===== config.mk =====
export PLATFORM = sky130hd
export DESIGN_NAME = uart_tx_sched
export DESIGN_NICKNAME = d
export VERILOG_FILES = /design/src/rtl/uart_pkg.sv /design/src/rtl/uart_baud_gen.sv /design/src/rtl/uart_tx_sched.sv
export SDC_FILE = /design/constraint.sdc
export NUM_CORES = 1
export LEC_CHECK = 0
export ABC_CLOCK_PERIOD_IN_PS = 1900
export CAP_MARGIN = 5
export CELL_PAD_IN_SITES_DETAIL_PLACEMENT = 2
export CELL_PAD_IN_SITES_GLOBAL_PLACEMENT = 2
export CORE_UTILIZATION = 27
export CTS_CLUSTER_DIAMETER = 200
export DETAILED_ROUTE_END_ITERATION = 10
export HOLD_SLACK_MARGIN = 0.05
export PLACE_DENSITY = 0.73
export SETUP_SLACK_MARGIN = 0.15
export SYNTH_ARGS = -nofsm -noshare
export SYNTH_HDL_FRONTEND = slang
export SYNTH_SLANG_ARGS = --single-unit

===== constraint.sdc =====
create_clock -name clock -period 1.9 [get_ports clock]
set_input_delay 0.38 -clock clock [delete_from_list [all_inputs] [get_ports clock]]
set_output_delay 0.38 -clock clock [all_outputs]
set_load 0.01 [all_outputs]

===== src/rtl/uart_pkg.sv =====
// Shared definitions for the UART transmit-side blocks: scheduler state encoding,
// default timing constants and a width helper.
package uart_pkg;

    typedef enum logic {
        IDLE   = 1'b0,
        LOCKED = 1'b1
    } sched_state_t;

    localparam int DEF_NREQ         = 4;
    localparam int DEF_CLK_DIV      = 1600;  // 50 MHz / 31250 baud
    localparam int DEF_LOCK_TIMEOUT = 320;

    // Ceiling log2, never below 1 so it can always size a vector.
    function automatic int clog2(input int n);
        int r;
        r = 0;
        for (int v = 1; v < n; v = v * 2) r++;
        return (r < 1) ? 1 : r;
    endfunction

endpackage


===== src/rtl/uart_baud_gen.sv =====
// Free-running bit-period counter producing a one-clock shift strobe every
// CLK_DIV clocks; shared by the transmit and receive sides.
module uart_baud_gen
    import uart_pkg::*;
#(
    parameter int CLK_DIV = DEF_CLK_DIV
) (
    input  logic clock,
    input  logic reset_n,
    output logic shift
);

    localparam int CW = clog2(CLK_DIV);
    localparam logic [CW-1:0] CNT_LAST = CW'(CLK_DIV - 1);

    logic [CW-1:0] cnt;

    // NOTE: sequential state uses non-blocking assignments so every flop samples
    // pre-edge values; blocking here would create ordering-dependent races.
    always_ff @(posedge clock or negedge reset_n) begin
        if (!reset_n) begin
            cnt   <= '0;
            shift <= 1'b0;
        end else begin
            cnt   <= (cnt == CNT_LAST) ? '0 : cnt + CW'(1);
            shift <= (cnt == CNT_LAST);
        end
    end

endmodule


===== src/rtl/uart_tx_sched.sv =====
// Round-robin, packet-locked arbiter feeding one shared UART transmitter from
// NREQ byte sources, with idle-lock timeout and the transmitter's baud strobe.
module uart_tx_sched
    import uart_pkg::*;
#(
    parameter int NREQ         = DEF_NREQ,
    parameter int CLK_DIV      = DEF_CLK_DIV,
    parameter int LOCK_TIMEOUT = DEF_LOCK_TIMEOUT
) (
    input  logic                clock,
    input  logic                reset_n,
    input  logic [NREQ-1:0]     req,
    input  logic [8*NREQ-1:0]   data,
    input  logic [NREQ-1:0]     last,
    output logic [NREQ-1:0]     ack,
    output logic [NREQ-1:0]     grant,
    output logic [7:0]          tx_din,
    output logic                tx_load,
    input  logic                tx_ready,
    output logic                tx_shift,
    output logic                busy
);

    localparam int PW = clog2(NREQ);
    localparam int TW = clog2(LOCK_TIMEOUT + 1);
    localparam logic [NREQ-1:0] GRANT0  = NREQ'(1);
    localparam logic [PW-1:0]   PTR_MAX = PW'(NREQ - 1);
    localparam logic [TW-1:0]   TO_LIMIT = TW'(LOCK_TIMEOUT);

    sched_state_t  state;
    logic [PW-1:0] ptr;
    logic [PW-1:0] owner;
    logic [TW-1:0] tcnt;

    logic [PW-1:0] pick;
    logic          pick_valid;
    logic [PW-1:0] owner_next;
    logic [7:0]    owner_data;
    logic          load_ok;

    uart_baud_gen #(
        .CLK_DIV (CLK_DIV)
    ) u_baud (
        .clock   (clock),
        .reset_n (reset_n),
        .shift   (tx_shift)
    );

    // First requester at or after the pointer; scanning downward lets the
    // closest one overwrite the others.
    // NOTE: every always_comb output gets a default first so no path leaves a
    // value unassigned, which would otherwise infer a latch.
    always_comb begin
        int idx;
        idx        = 0;
        pick       = '0;
        pick_valid = 1'b0;
        for (int k = NREQ - 1; k >= 0; k--) begin
            idx = int'(ptr) + k;
            if (idx >= NREQ) idx = idx - NREQ;
            if (req[idx]) begin
                pick       = PW'(idx);
                pick_valid = 1'b1;
            end
        end
    end

    assign owner_next = (owner == PTR_MAX) ? '0 : owner + PW'(1);
    assign owner_data = data[8*int'(owner) +: 8];
    // tx_ready only rises the clock after a load, so the load itself must block the next one.
    assign load_ok    = req[owner] && !tx_ready && !tx_load;

    always_ff @(posedge clock or negedge reset_n) begin
        if (!reset_n) begin
            state   <= IDLE;
            ptr     <= '0;
            owner   <= '0;
            tcnt    <= '0;
            ack     <= '0;
            grant   <= '0;
            tx_din  <= '0;
            tx_load <= 1'b0;
            busy    <= 1'b0;
        end else begin
            ack     <= '0;
            tx_load <= 1'b0;
            case (state)
                IDLE: begin
                    if (pick_valid) begin
                        owner <= pick;
                        grant <= GRANT0 << pick;
                        busy  <= 1'b1;
                        tcnt  <= '0;
                        state <= LOCKED;
                    end
                end
                LOCKED: begin
                    if (load_ok) begin
                        tx_load <= 1'b1;
                        tx_din  <= owner_data;
                        ack     <= grant;
                        tcnt    <= '0;
                        if (last[owner]) begin
                            grant <= '0;
                            busy  <= 1'b0;
                            ptr   <= owner_next;
                            state <= IDLE;
                        end
                    end else if (tcnt == TO_LIMIT) begin
                        // Owner went quiet mid-packet: release without ack.
                        grant <= '0;
                        busy  <= 1'b0;
                        ptr   <= owner_next;
                        tcnt  <= '0;
                        state <= IDLE;
                    end else if (!req[owner] && tx_shift) begin
                        tcnt <= tcnt + TW'(1);
                    end
                end
                default: state <= IDLE;
            endcase
        end
    end

endmodule


==> results.yml, run 1 <==
finish:
  drive_gt1_share_pct: 30.5
  nets: 351
  antenna_cells: 0
  final_cell_mix: "clkdlybuf4s50_1, dfrtp_1, nand2_1, buf_4, nor2_1"
  area_growth_pct: 58.6
  final_common_cell: "clkdlybuf4s50_1"
worst_hold_path:
  hold_path.class: "reg -> reg"
  whs_path_depth: 1
floorplan:
  start_util_pct: 28.6
  io_pins: 62
  fp.dieW_um: 93.4
  core.rowCount: 32
  fp.coreArea_um2: 7890
  die_h_um: 93.4
  dieArea_um2: 8730
timing:
  maxClockFrequency_mhz: 513
  grt_setup_unrepaired: "yes"
  finalSetupViolations: 3
  fin_setup_tns_ps: -65.4
  fin_ws_ps: -47.9
  maxSlewHeadroom_pct: 71.4
  post-route-period-util_pct: 103
  whs_ps: 485
  fin_skew_ps: 6.55
  hold_viol: 0
  worst_pin_slew_ps: 425
  period_minus_slack_ps: 1950
  drv_slew: 0
global_route:
  grt_pass1_vias: 2254
  grt-ovfl-total: 0
  grt_first_pass_wirelength_mm: 11.7
  track_usage_pct: 17.5
  grt_max_degree: 45
  grt_antenna_before_repair: 0
clocking:
  clkSinkCount: 44
  cts-buffers-inserted: 5
  root_buffer: "clkbuf_8"
  clk_latency_ps: 310
  cts_max_path_buffers: 2
  cts.clk_slew.worst_paths_ps: 90
  htreeDepth: 2
  cts_tree: "built"
run:
  cap_violations: 0
pwr:
  finalPower_mw: 3.87
  pwr_density_cell_nw_per_um2: 1080
  switching_share_pct: 36.8
  pwr-share-clk_pct: 17.0
  p_sw_mw: 1.42
  leakage_nw: 1.51
  p_seq_share_pct: 33.6
  peakVddDrop_v: 0.000365
  power.internal_mw: 2.44
  comb_power_share_pct: 49.4
critical_path:
  worstSetupPathType: "reg -> reg"
  crit_fanout: 2
  path_cells: "mux4_2 -> nand2b_4 -> or4_4 -> nor2b_4 -> o22a_1"
  critPathMaxStageDelay_ps: 550
  worstSetupEndpointType: "flop"
  reg2reg_depth: 5
  critPathRequiredTime_ps: 2100
  crit_arrival_ps: 2150
  crit_path_top_delay_cell: "mux4_2"
  worstSetupStartpointType: "flop"
logic_synthesis:
  postSynthAreaPerCell_um2: 10.7
  synth_cell_types: 39
  ys_seq_elements: 44
  synthFlopType: "dfrtp_1"
  synth_warnings: 0
  syn_nets: 258
  synth_edf_count: 0
  synthCells: 211
  yosysSeqAreaShare_pct: 48.8
  syn-cell-area_um2: 2260
  ys_async_sr_fraction_pct: 100
route:
  wl_per_cell_um: 18.9
  postRouteAntennaNets: 0
  detail_route.wirelength_mm: 7.68
  via_per_inst: 5.07
  vias: 2064
  drtIter0Drc: 34
  remaining_drc_errors: 0
  dr.pass1.iters: 5
placement:
  io_buffers: 61
  dp_hpwl_mm: 5.35
  pre_cts_ws_ps: -406
  gp_congestion: 0.730
status:
  violations: "setup timing"
  outcome: "complete, but fails checks"
critical path: cells and delay by family, from the launching register on:
| kind | cells | cell delay (ps) |
|---|---|---|
| AO/OA/AOI/OAI | 1 | 140 |
| flip-flops | 1 | 430 |
| multiplexers | 1 | 550 |
| AND/OR/NAND/NOR | 3 | 730 |
final timing paths:
path                                from            end  slack (ps)
max                             owner[1]        tcnt[7]         -50
min                        u_baud.cnt[4]  u_baud.cnt[4]         490
max reg2reg                     owner[1]        tcnt[7]         -50
min reg2reg                u_baud.cnt[4]  u_baud.cnt[4]         490
max in group asynchronous        reset_n       owner[0]        1080
min in group asynchronous        reset_n        tcnt[8]         570
power groups by stage:
stage | logic, mW | clock network, mW | registers (mW)
after floorplan | 0.677 | 0 | 1.33
after global placement | 1.49 | 0 | 1.28
after detailed placement | 1.53 | 0 | 1.30
after CTS | 1.63 | 0.671 | 1.30
after global routing | 2.03 | 0.717 | 1.32
final | 1.91 | 0.658 | 1.30
cells by family (layout without fill, tap and decap cells):
logic type / Yosys count / in the layout / synth area share (%)
compound gates: 24 / 24 / 7.48
xor+xnor: 13 / 13 / 5.04
fa+ha+maj: 4 / 4 / 2.22
buf+inv: 11 / 105 / 1.94
flops: 44 / 44 / 48.8
mux: 18 / 18 / 13.9
simple gates: 97 / 97 / 20.7
metal layers:
metal,up-vias,share of wire [%],GRT usage (%)
met3,9,2.5,2.60
li1,940,-,-
met4,0,1.4,4.87
met2,41,54,31.1
met1,1074,42,22.1
met5,-,0,0
cells in the mapped netlist, types with 3 or more instances:
cell type | number | area, µm²
xnor2_1 | 9 | 78.8
dfrtp_1 | 44 | 1100
nor2_1 | 21 | 78.8
nand4_1 | 3 | 18.8
nor4b_1 | 3 | 26.3
nand2_1 | 36 | 135
a21oi_1 | 5 | 25.0
xor2_1 | 4 | 35.0
mux4_2 | 10 | 225
o21ai_0 | 4 | 20.0
nor4_1 | 5 | 31.3
ha_1 | 4 | 50.1
nand3_1 | 12 | 60.1
nor3_1 | 3 | 15.0
inv_1 | 6 | 22.5
and3_1 | 5 | 31.3
mux2_2 | 6 | 67.6
nor2b_1 | 4 | 25.0
sequential cells by signal (all words and copies together), names as in the netlist:
| signal | flops |
|---|---|
| ack | 4 |
| busy | 1 |
| grant | 4 |
| owner | 2 |
| ptr | 2 |
| state | 1 |
| tcnt | 9 |
| tx_din | 8 |
| tx_load | 1 |
| u_baud.cnt | 11 |
| u_baud.shift | 1 |
through the flow:
step                area [µm²]  instances  util (%)
finish                    3580        407      45.4
global route              3580        407      45.4
CTS                       3400        402      43.2
detailed placement        3170        394      40.1
global placement          3170        394      40.1
floorplan                 2260        211         -
repair_timing:
item	CTS	global route
resized for setup	30	38
gates cloned	0	1
hold buffers	0	1
pin swaps	5	9
buffers inserted	0	3
setup endpoints to repair	24	26
hold endpoints to repair	0	2
cell type report:
type | count | area (µm²)
fill | 784 | 4310
clock inverter | 2 | 15.0
inverter | 7 | 31.3
sequential | 44 | 1100
timing repair buffer | 90 | 860
tap | 102 | 128
multi-input combinational | 156 | 1360
clock buffer | 6 | 82.6
No activity file was read; power rests on OpenSTA's default activity.
==> inputs of run 2 (changes only) <==
CTS_CLUSTER_SIZE = 20   (was not set)
==> results of run 2 <==
The final DEF is identical to that of run 1; final timing and power are the same.
